**src/rtl/seq_addsub_acc.sv**
```systemverilog
// seq_addsub_acc: bit-serial N-bit add/subtract accumulator with a synchronised go request,
// a busy/done handshake, carry and overflow flags, and a saturating operation counter.
`default_nettype none

module seq_addsub_acc #(
  parameter int N           = 8,
  parameter int SYNC_STAGES = 2
) (
  input  logic         CLOCK_50,
  input  logic         reset,
  input  logic         go,
  input  logic [1:0]   op,
  input  logic [N-1:0] B,
  output logic [N-1:0] ACC,
  output logic         cout,
  output logic         ovf,
  output logic         busy,
  output logic         done,
  output logic [7:0]   nops
);

  localparam int CW = (N > 1) ? $clog2(N) : 1;

  typedef enum logic [1:0] {
    IDLE  = 2'd0,
    SHIFT = 2'd1,
    DONE  = 2'd2
  } state_t;

  state_t state, state_nx;

  logic [SYNC_STAGES-1:0] sync_q;
  logic                   edge_q;
  logic                   start;

  logic           sub_r;
  logic [N-1:0]   a_sh, b_sh, res;
  logic           carry;
  logic [CW-1:0]  cnt;

  logic           bb, sum_bit, carry_nx, last;
  logic [N-1:0]   res_nx;

  // go is asynchronous: only the last synchroniser stage feeds the edge detector.
  always_ff @(posedge CLOCK_50 or posedge reset) begin
    if (reset) begin
      sync_q <= '0;
      edge_q <= 1'b0;
      start  <= 1'b0;
    end else begin
      sync_q <= {sync_q[SYNC_STAGES-2:0], go};
      edge_q <= sync_q[SYNC_STAGES-1];
      start  <= sync_q[SYNC_STAGES-1] & ~edge_q;
    end
  end

  always_ff @(posedge CLOCK_50 or posedge reset) begin
    if (reset) state <= IDLE;
    else       state <= state_nx;
  end

  always_comb begin
    state_nx = state;
    busy     = 1'b0;
    done     = 1'b0;
    case (state)
      IDLE: begin
        if (start) state_nx = (op == 2'b01 || op == 2'b10) ? SHIFT : DONE;
      end
      SHIFT: begin
        busy = 1'b1;
        if (last) state_nx = DONE;
      end
      DONE: begin
        done     = 1'b1;
        state_nx = IDLE;
      end
      default: state_nx = IDLE;
    endcase
  end

  // Subtraction is A + ~B + 1: invert each B bit and seed the carry with 1.
  always_comb begin
    bb       = b_sh[0] ^ sub_r;
    sum_bit  = a_sh[0] ^ bb ^ carry;
    carry_nx = (a_sh[0] & bb) | (a_sh[0] & carry) | (bb & carry);
    res_nx   = {sum_bit, res[N-1:1]};
    last     = (cnt == CW'(N - 1));
  end

  always_ff @(posedge CLOCK_50 or posedge reset) begin
    if (reset) begin
      sub_r <= 1'b0;
      a_sh  <= '0;
      b_sh  <= '0;
      res   <= '0;
      carry <= 1'b0;
      cnt   <= '0;
      ACC   <= '0;
      cout  <= 1'b0;
      ovf   <= 1'b0;
      nops  <= 8'd0;
    end else begin
      case (state)
        IDLE: begin
          if (start) begin
            sub_r <= op[1];
            b_sh  <= B;
            a_sh  <= ACC;
            cnt   <= '0;
            carry <= op[1];
            if (op == 2'b00) begin
              ACC  <= B;
              cout <= 1'b0;
              ovf  <= 1'b0;
            end else if (op == 2'b11) begin
              ACC  <= '0;
              cout <= 1'b0;
              ovf  <= 1'b0;
              nops <= 8'd0;
            end
          end
        end
        SHIFT: begin
          res   <= res_nx;
          a_sh  <= a_sh >> 1;
          b_sh  <= b_sh >> 1;
          carry <= carry_nx;
          cnt   <= cnt + CW'(1);
          // On the MSB cycle, carry still holds the carry into the MSB.
          if (last) begin
            ACC  <= res_nx;
            cout <= carry_nx;
            ovf  <= carry ^ carry_nx;
            if (nops != 8'hFF) nops <= nops + 8'd1;
          end
        end
        default: ;
      endcase
    end
  end

endmodule

`default_nettype wire

```
**config.mk**
```make
export PLATFORM = sky130hd
export DESIGN_NAME = seq_addsub_acc
export DESIGN_NICKNAME = d
export VERILOG_FILES = /design/src/rtl/seq_addsub_acc.sv
export SDC_FILE = /design/constraint.sdc
export NUM_CORES = 1
export LEC_CHECK = 0
export CAP_MARGIN = 20
export CORE_UTILIZATION = 49
export DETAILED_ROUTE_END_ITERATION = 16
export PLACE_DENSITY = 0.76
export SYNTH_ARGS = -nofsm -noshare
export SYNTH_HDL_FRONTEND = slang
export SYNTH_SLANG_ARGS = --single-unit
```
**constraint.sdc**
```tcl
create_clock -name CLOCK_50 -period 1.75 [get_ports CLOCK_50]
set_clock_uncertainty 0.05 [all_clocks]
set_input_delay 0.175 -clock CLOCK_50 [delete_from_list [all_inputs] [get_ports CLOCK_50]]
set_output_delay 0.175 -clock CLOCK_50 [all_outputs]
set_load 0.03 [all_outputs]
```
==> summary.txt, run 1 <==
Outcome -> complete, but fails checks
Failing checks -> setup timing
FF+latch count, synth -> 52
# DRC -> 0
Vias in the first global route -> 1840
Antenna-violating nets left -> 0
Placed cell area -> 2855 µm²
Die area -> 5103 µm²
Yosys cell types -> 36
Final nets -> 313
FP Rows -> 24
Hold Vio Cnt, Final -> 0
Total Routing Usage GR -> 21.67%
Crit path kind -> in -> reg
Total Routed Length -> 5.148 mm
CP Data Arrival Time -> 1950 ps
Internal power -> 0.002986 W
H-tree levels -> 2
GPL Wtd Cong -> 0.8059
Final instance area -> 3083 µm²
Sw frac -> 41.21%
HPWL Detailed -> 3.407 mm
Sequential-to-total area share from yosys stat -> 55.08%
Starting Density -> 52.44%
Post-synth ARST share -> 100.0%
Final worst slack -> -0.4279 ps
Worst slew margin -> 61.87%
Mean Syn Cell Area -> 9.802 µm²
Commonest non-fill, non-tap cells in the layout -> nand2_1, dfrtp_1, clkdlybuf4s50_1, buf_4, o21ai_0
Clock root buffer -> clkbuf_8
Crit end category -> register
I/O Pins -> 33
Via count -> 1945
Top-area cell type share of the netlist area -> 55.08%
Maximum VDD drop -> 0.0009191 V
Largest net degree at the start of global routing -> 53
Psw -> 0.002092 W
Pre-antenna DRT Iters -> 4
Worst EP required -> 1950 ps
Pwr/cell area -> 1647 nW/µm²
Initial antenna violation count -> 0
MaxCap Viol Count -> 0
Hold buffers post-CTS -> 0
Synth Flop Type -> dfrtp_1
Gr ovfl total -> 0
Initial drt markers -> 176
Largest area contributor in the netlist -> dfrtp_1
Setup-failing EPs final -> 1
CTS Sinks -> 52
Clk Latency, worst-skew pair -> 320 ps
Commonest non-fill, non-tap cell in the layout -> nand2_1
Mean routed wirelength per cell -> 14.84 µm
Number of buffers created by CTS -> 5
Clock power frac -> 14.2%
P_leak -> 1.440 nW
Top post-synthesis cells by area -> dfrtp_1, nand2_1, a22oi_1, mux2i_1, o21ai_0
First-pass GRT wire length -> 8.480 mm
Power share of the sequential group -> 39.5%
Diodes inserted -> 0
Pins Over Slew Limit -> 0
I/O Buffers -> 32
Clock Tree Buf Depth -> 2
Setup TNS -> -0.4279 ps
Mapped Nets -> 260
DR vias/cell -> 5.605
Die X -> 71.44 µm
Slew @ Worst Pin -> 569.9 ps
Synth warn -> 0
Worst-path fanout max -> 5
Worst Hold Class -> in -> async
Die Span Y -> 71.44 µm
Clk slew on worst S/H paths -> 100 ps
Pre-CTS WS -> -310.6 ps
Critical path startpoint category -> input pin
Cell Area, Synth -> 2362 µm²
Post-synth EDFFs -> 0
Comb pwr share -> 46.3%
Core Box Area -> 4504 µm²
TritonCTS clock tree -> built
Period minus WS final -> 1750 ps
Final clock period utilization by the worst path -> 100.0%
Area Growth Syn to Fin -> 30.51%
Layout cells sized above 1 -> 17.29%
Syn Inst Count -> 241
Fmax -> 571.3 MHz
## layer usage
layer | part of all wire (%) | routed length [µm] | vias to the layer above | global-route usage (%)
met1 | 46 | 2378 | 965 | 29.66
met3 | 4.4 | 229 | 8 | 3.516
met2 | 48 | 2449 | 48 | 33.76
li1 | - | - | 924 | -
met4 | 1.7 | 90 | 0 | 10.89
met5 | 0 | 0 | - | 0
## power groups by stage
| stage | registers (W) | logic (W) | clock network, W |
|---|---|---|---|
| floorplan | 0.00226 | 0.00115 | 0 |
| finish | 0.00200 | 0.00235 | 0.000722 |
| CTS | 0.00200 | 0.00219 | 0.000732 |
| global placement | 0.00201 | 0.00213 | 0 |
| detailed placement | 0.00203 | 0.00219 | 0 |
| global route | 0.00207 | 0.00258 | 0.000781 |
## worst max-delay path, stage by stage
cell             delay (ps)
clkdlybuf4s50_1         480
inv_1                    70
ha_4                    210
or3b_4                  380
a21oi_4                 260
clkbuf_16               200
nor2_1                   40
a31oi_1                 130
## kinds of logic (layout without fill, tap and decap cells)
logic type | count (synthesis) | in the layout | share of synthesized area [%]
AO/OA/AOI/OAI | 54 | 54 | 14.67
XOR/XNOR | 2 | 2 | 0.7417
adder cells (fa/ha/maj) | 6 | 6 | 3.496
multiplexers | 9 | 9 | 3.814
AND/OR/NAND/NOR | 95 | 95 | 17.85
buffers and inverters | 23 | 77 | 4.343
flip-flops | 52 | 52 | 55.08
## registers in the layout, summed over array words and instances (netlist names)
register,cells
a_sh,8
carry,1
state,2
res,7
nops,8
sync_q,2
ovf,1
b_sh,8
ACC,8
edge_q,1
start,1
sub_r,1
cnt,3
cout,1
## metrics by stage
step           total power [W]  util [%]  hold WS, ps  std cells
2_1_floorplan         0.003405         -        156.4        241
3_3_place_gp          0.004140     63.39        282.4        330
5_1_grt               0.005425     68.44        228.2        347
4_1_cts               0.004924     65.50        172.7        338
3_5_place_dp          0.004217     63.39        292.8        330
6_report              0.005078     68.44        159.9        347
## path summary, 6_finish.rpt
| kind | slack, ps | endpoint | start | cells after the start |
|---|---|---|---|---|
| max in group asynchronous | 1240 | nops[0] | reset | 3 |
| min | 160 | nops[3] | reset | 3 |
| min in group CLOCK_50 | 210 | sub_r | op[1] | 4 |
| min reg2reg | 310 | sync_q[1] | sync_q[0] | 0 |
| max reg2reg | 80 | nops[3] | nops[0] | 5 |
| max | -0.4 | ACC[0] | op[0] | 8 |
## cell usage after synthesis, types with 3 or more instances
cell type	number
a21oi_1	11
nand3_1	9
nand2_1	61
a22oi_1	13
o21ai_0	16
nor2_1	12
buf_2	4
clkbuf_1	7
dfrtp_1	52
a31oi_1	3
inv_1	9
mux2i_1	9
ha_1	5
## layout make-up
class	count	area, µm²
clock buffer	5	68.82
clock inverter	3	25.02
fill	361	1421
inverter	10	37.54
multi-input combinational	166	996.0
sequential	52	1305
tap	52	65.06
timing repair buffer	59	585.6
## timing repair
action / CTS / global route
resized for setup: 5 / 6
pin swaps: 0 / 3
endpoints found under the setup margin: 4 / 23
buffers inserted: 0 / 7
gates cloned: 0 / 2
(Power assumes the default switching activity.)
==> run 2: changes to the inputs <==
- CAP_MARGIN: 20 -> not set
- CORE_UTILIZATION: 49 -> 51
- CTS_BUF_LIST: not set -> sky130_fd_sc_hd__clkbuf_4
- PLACE_DENSITY: 0.76 -> 0.78
==> run 2 against run 1 <==
  * The flow now finishes without violations
  * Combinational power shrank 5%
  * Worst setup slack gained 62 ps
  * Register-to-register slack lost 20 ps
  * Non-clock buffer count shrank 7
  * Core utilization shrank 0.30 points
  * Worst hold slack lost 73 ps
  * Critical path depth shrank 3
  * First-iteration DRC count grew 24%
  * Fmax grew 3.7%
  * Final cell count shrank 2.0%
  * Power shrank 2.9%
  * Sequential share of layout area grew 1.1 points
  * Largest power group unchanged
==> summary.txt, run 2 (synthesized netlist as in run 1, its figures left out) <==
CP Data Arrival Time -> 1910 ps
Largest net degree at the start of global routing -> 53
I/O Buffers -> 32
Final instance area -> 3008 µm²
Pwr/cell area -> 1639 nW/µm²
TritonCTS clock tree -> built
Area Growth Syn to Fin -> 27.33%
Final nets -> 306
Mean routed wirelength per cell -> 14.21 µm
Critical path startpoint category -> register
Total Routing Usage GR -> 21.85%
Gr ovfl total -> 0
Total of fill cells in the finished design -> 321
Clk slew on worst S/H paths -> 150 ps
Die Span Y -> 70.06 µm
Placed cell area -> 2860 µm²
Setup-failing EPs final -> 0
Worst slew margin -> 64.17%
Hold buffers post-CTS -> 0
Placed Cells -> 329
P_leak -> 1.481 nW
FP Rows -> 24
Crit path kind -> reg -> reg
Worst-path fanout max -> 5
First-pass GRT wire length -> 8.480 mm
Hold Vio Cnt, Final -> 0
Register area -> 1305 µm²
Total Routed Length -> 4.833 mm
Initial drt markers -> 218
Pins Over Slew Limit -> 0
Commonest non-fill, non-tap cells in the layout -> nand2_1, dfrtp_1, clkdlybuf4s50_1, o21ai_0, buf_4
Crit end category -> register
Commonest non-fill, non-tap cell in the layout -> nand2_1
Worst Hold Class -> in -> async
Maximum VDD drop -> 0.0007962 V
CTS Sinks -> 52
Multi-input gate area -> 977.2 µm²
Pre-antenna DRT Iters -> 4
Layout cells sized above 1 -> 15.63%
Slew @ Worst Pin -> 535.4 ps
Starting Density -> 53.51%
# DRC -> 0
MaxCap Viol Count -> 0
Number of buffers created by CTS -> 5
Initial antenna violation count -> 0
Via count -> 1867
Clock root buffer -> clkbuf_4
Antenna-violating nets left -> 0
Core Box Area -> 4414 µm²
HPWL Detailed -> 3.311 mm
GPL Wtd Cong -> 0.7755
Die area -> 4908 µm²
Final clock period utilization by the worst path -> 96.47%
Fmax -> 592.3 MHz
Vias in the first global route -> 1766
Clock Tree Buf Depth -> 2
Diodes inserted -> 0
Period minus WS final -> 1688 ps
Setup slack, reg-to-reg -> 60 ps
I/O Pins -> 33
Clk Latency, worst-skew pair -> 370 ps
Worst EP required -> 1970 ps
DR vias/cell -> 5.491
RSZ-0062 raised after global routing -> yes
Outcome -> finished clean
Layout Cells excl Fill -> 340
Die X -> 70.06 µm
H-tree levels -> 2
==> run 2: cell types whose count changed in the layout (fill, tap and decap cells not counted), sizes merged <==
cell	delta
inv	-2
clkbuf	-2
clkdlybuf4s15	+1
buf	-5
dlymetal6s2s	+6
clkinv	+1
clkdlybuf4s50	-7
bufinv	+1
==> run 2: final cells by class <==
| cell class | count | area share [%] |
|---|---|---|
| timing repair buffer | 52 | 17.89 |
| clock buffer | 5 | 1.248 |
| clock inverter | 3 | 1.414 |
| tap | 52 | 2.163 |
| multi-input combinational | 166 | 32.49 |
| sequential | 52 | 43.39 |
| inverter | 10 | 1.414 |
==> run 2: power breakdown <==
| group | leakage (nW) | internal, W | switching, W |
|---|---|---|---|
| clock network | 0.0412 | 0.000298 | 0.000382 |
| registers | 0.657 | 0.00166 | 0.000351 |
| logic | 0.783 | 0.000967 | 0.00128 |
| total | 1.48 | 0.00292 | 0.00201 |
==> run 2: through the flow <==
stage               total power (W)  TNS [ps]  util, %  setup slack, ps  hold WS, ps
floorplan                  0.003405    -68.91        -           -39.03        156.4
global placement           0.004143     -3087    64.80           -264.9        283.8
detailed placement         0.004217     -3582    64.80           -305.0        299.2
CTS                        0.004937         0    67.21            3.107        98.09
global route               0.005303    -17.97    68.14           -9.800        112.7
finish                     0.004931         0    68.14            61.70        87.14
==> run 2: metal layers <==
layer	up-vias	GRT usage (%)	share of wire, %
met4	0	7.333	1.3
met1	885	31.79	48
met5	-	0	0
li1	923	-	-
met3	8	3.463	4.4
met2	51	33.55	46
==> run 2: worst max-delay path, cell delays in order, from the launching register on <==
cell and delay, ps:
dfrtp_2 410, ha_4 170, nand4_1 140, or3_4 380, and2_4 190, a32o_1 240
==> run 2: path summary, 6_finish.rpt <==
path	start	endpoint	cells past startpoint
max in group asynchronous	reset	nops[0]	3
min in group CLOCK_50	go	sync_q[0]	1
hold / removal	reset	sync_q[1]	3
hold reg to reg	sync_q[1]	edge_q	0
setup / recovery	nops[1]	nops[3]	5
setup reg to reg	nops[1]	nops[3]	5
==> run 2: what timing repair did <==
| item | in CTS | in global routing |
|---|---|---|
| setup endpoints to repair | 6 | 18 |
| gates resized for setup | 11 | 13 |
| cloned | 0 | 0 |
| buffers inserted | 2 | 1 |
==> run 3: changes to the inputs <==
- CAP_MARGIN: not set -> 10
- CORE_MARGIN: not set -> 2
==> run 3 against run 2 <==
  * Register-to-register slack hardly changed
  * Non-clock buffer count grew 2
  * Sequential power about the same
  * Worst setup slack worse by 17 ps
  * Power shrank 2.3%
  * Core utilization is 0.62 points lower
  * Die area grew 5.8%
  * Critical path type is now reg -> out
  * Largest cell class unchanged
  * Highest routed layer unchanged
==> summary.txt, run 3 (synthesized netlist as in run 1, its figures left out) <==
Maximum VDD drop -> 0.0008475 V
Crit path kind -> reg -> out
Internal power -> 0.002786 W
Met2 usage -> 32.11%
Commonest non-fill, non-tap cell in the layout -> nand2_1
Fmax -> 586.4 MHz
CP Data Arrival Time -> 1480 ps
Psw -> 0.002033 W
Placed Cells -> 331
Setup-failing EPs final -> 0
Commonest non-fill, non-tap cells in the layout -> nand2_1, dfrtp_1, clkdlybuf4s50_1, buf_4, o21ai_0
Total Routing Usage GR -> 21.55%
Via count -> 1927
Worst Hold Class -> in -> async
Outcome -> finished clean
R2R depth -> 5
Crit end category -> output pin
Initial drt markers -> 188
Diodes inserted -> 0
Core Box Area -> 4414 µm²
Period minus WS final -> 1705 ps
FP Rows -> 24
Met1 usage -> 31.27%
CP top delay family -> buffers and inverters
Final worst slack -> 44.68 ps
Total Routed Length -> 5.013 mm
Clock root buffer -> clkbuf_4
Comb pwr share -> 47.7%
FF-to-FF End -> nops[5]
Die area -> 5193 µm²
I/O Pins -> 33
Clock power frac -> 10.7%
Pre-antenna DRT Iters -> 4
Initial antenna violation count -> 0
CP Buf/Inv Count -> 1
Starting Density -> 53.51%
Mean routed wirelength per cell -> 14.70 µm
Antenna-violating nets left -> 0
Die X -> 72.06 µm
I/O Buffers -> 32
# DRC -> 0
GPL Wtd Cong -> 0.8004
Die Span Y -> 72.06 µm
Pre-CTS WS -> -299.5 ps
Setup TNS -> 0 ps
Worst slew margin -> 59.53%
First-pass GRT wire length -> 8.562 mm
H-tree levels -> 2
Worst-path cell chain -> clkdlybuf4s50_1
Gr ovfl total -> 0
Global route hottest layer -> met2
Area Growth Syn to Fin -> 26.17%
HPWL Detailed -> 3.396 mm
Largest net degree at the start of global routing -> 53
Worst EP required -> 1520 ps
Clk Latency, worst-skew pair -> 380 ps
Clock Tree Buf Depth -> 2
CTS Sinks -> 52
Sw frac -> 42.19%
Pins Over Slew Limit -> 0
Clk slew on worst S/H paths -> 140 ps
Pwr/cell area -> 1617 nW/µm²
Worst R2R Start -> nops[1]
Slew @ Worst Pin -> 604.8 ps
Layout Cells excl Fill -> 341
Global routing met3 resource utilization -> 4.861%
TritonCTS clock tree -> built
P_leak -> 1.476 nW
RSZ-0062 raised after global routing -> yes
CP max stage delay -> 680 ps
Worst-path fanout max -> 3
Number of buffers created by CTS -> 5
Vias in the first global route -> 1758
Critical path startpoint category -> register
Final nets -> 308
Power share of the sequential group -> 41.7%
Hold Vio Cnt, Final -> 0
DR vias/cell -> 5.651
Setup slack, reg-to-reg -> 50 ps
MaxCap Viol Count -> 0
Crit-path slowest cell -> clkdlybuf4s50_1
Final clock period utilization by the worst path -> 97.45%
Layout cells sized above 1 -> 14.88%
[run 3: final cells by class]
type	instances	area, µm²
fillers	344	1434
flip-flops and latches	52	1305
multi-input cells	166	983.4
repair buffers	54	541.8
well taps	52	65.06
inverters	10	40.04
clock buffers	5	37.54
clock inverters	2	7.507
[run 3: what timing repair did]
item / CTS / global route
pin swaps: 0 / 1
resized for setup: 13 / 10
hold buffers: 0 / 0
buffers inserted: 1 / 2
endpoints found under the setup margin: 6 / 12
[run 3: worst max path at each step]
stage                     startpoint       to  slack, ps  depth (start not counted)
after floorplan              nops[0]  nops[3]        -40                          5
after global placement         op[0]   ACC[1]       -260                          8
after detailed placement       op[0]   ACC[0]       -300                          8
after CTS                    nops[6]  nops[6]         20                          1
after global routing           op[0]   ACC[0]        -20                          8
final                         ACC[7]   ACC[7]         40                          1
[run 3: routing by layer]
metal / share of wire (%) / up-vias / wire, µm
li1: - / 923 / -
met1: 47 / 940 / 2357
met2: 46 / 58 / 2327
met3: 5.1 / 6 / 255
met4: 1.5 / 0 / 73
met5: 0 / - / 0
[run 3: power by group through the flow]
stage	Combinational [W]	Sequential, W	Clock [W]
2_1_floorplan	0.00115	0.00226	0
3_3_place_gp	0.00214	0.00201	0
3_5_place_dp	0.00220	0.00202	0
4_1_cts	0.00227	0.00200	0.000523
5_1_grt	0.00254	0.00207	0.000557
6_report	0.00230	0.00201	0.000514
[run 3: metrics by stage]
step | cell area [µm²] | hold WS, ps | utilization (%) | power (W)
after global routing | 2980 | 123.7 | 67.52 | 0.005162
after global placement | 2863 | 283.9 | 64.85 | 0.004141
final | 2980 | 84.88 | 67.52 | 0.004819
after CTS | 2940 | 86.54 | 66.61 | 0.004797
after floorplan | 2377 | 156.4 | - | 0.003405
after detailed placement | 2863 | 288.7 | 64.85 | 0.004222
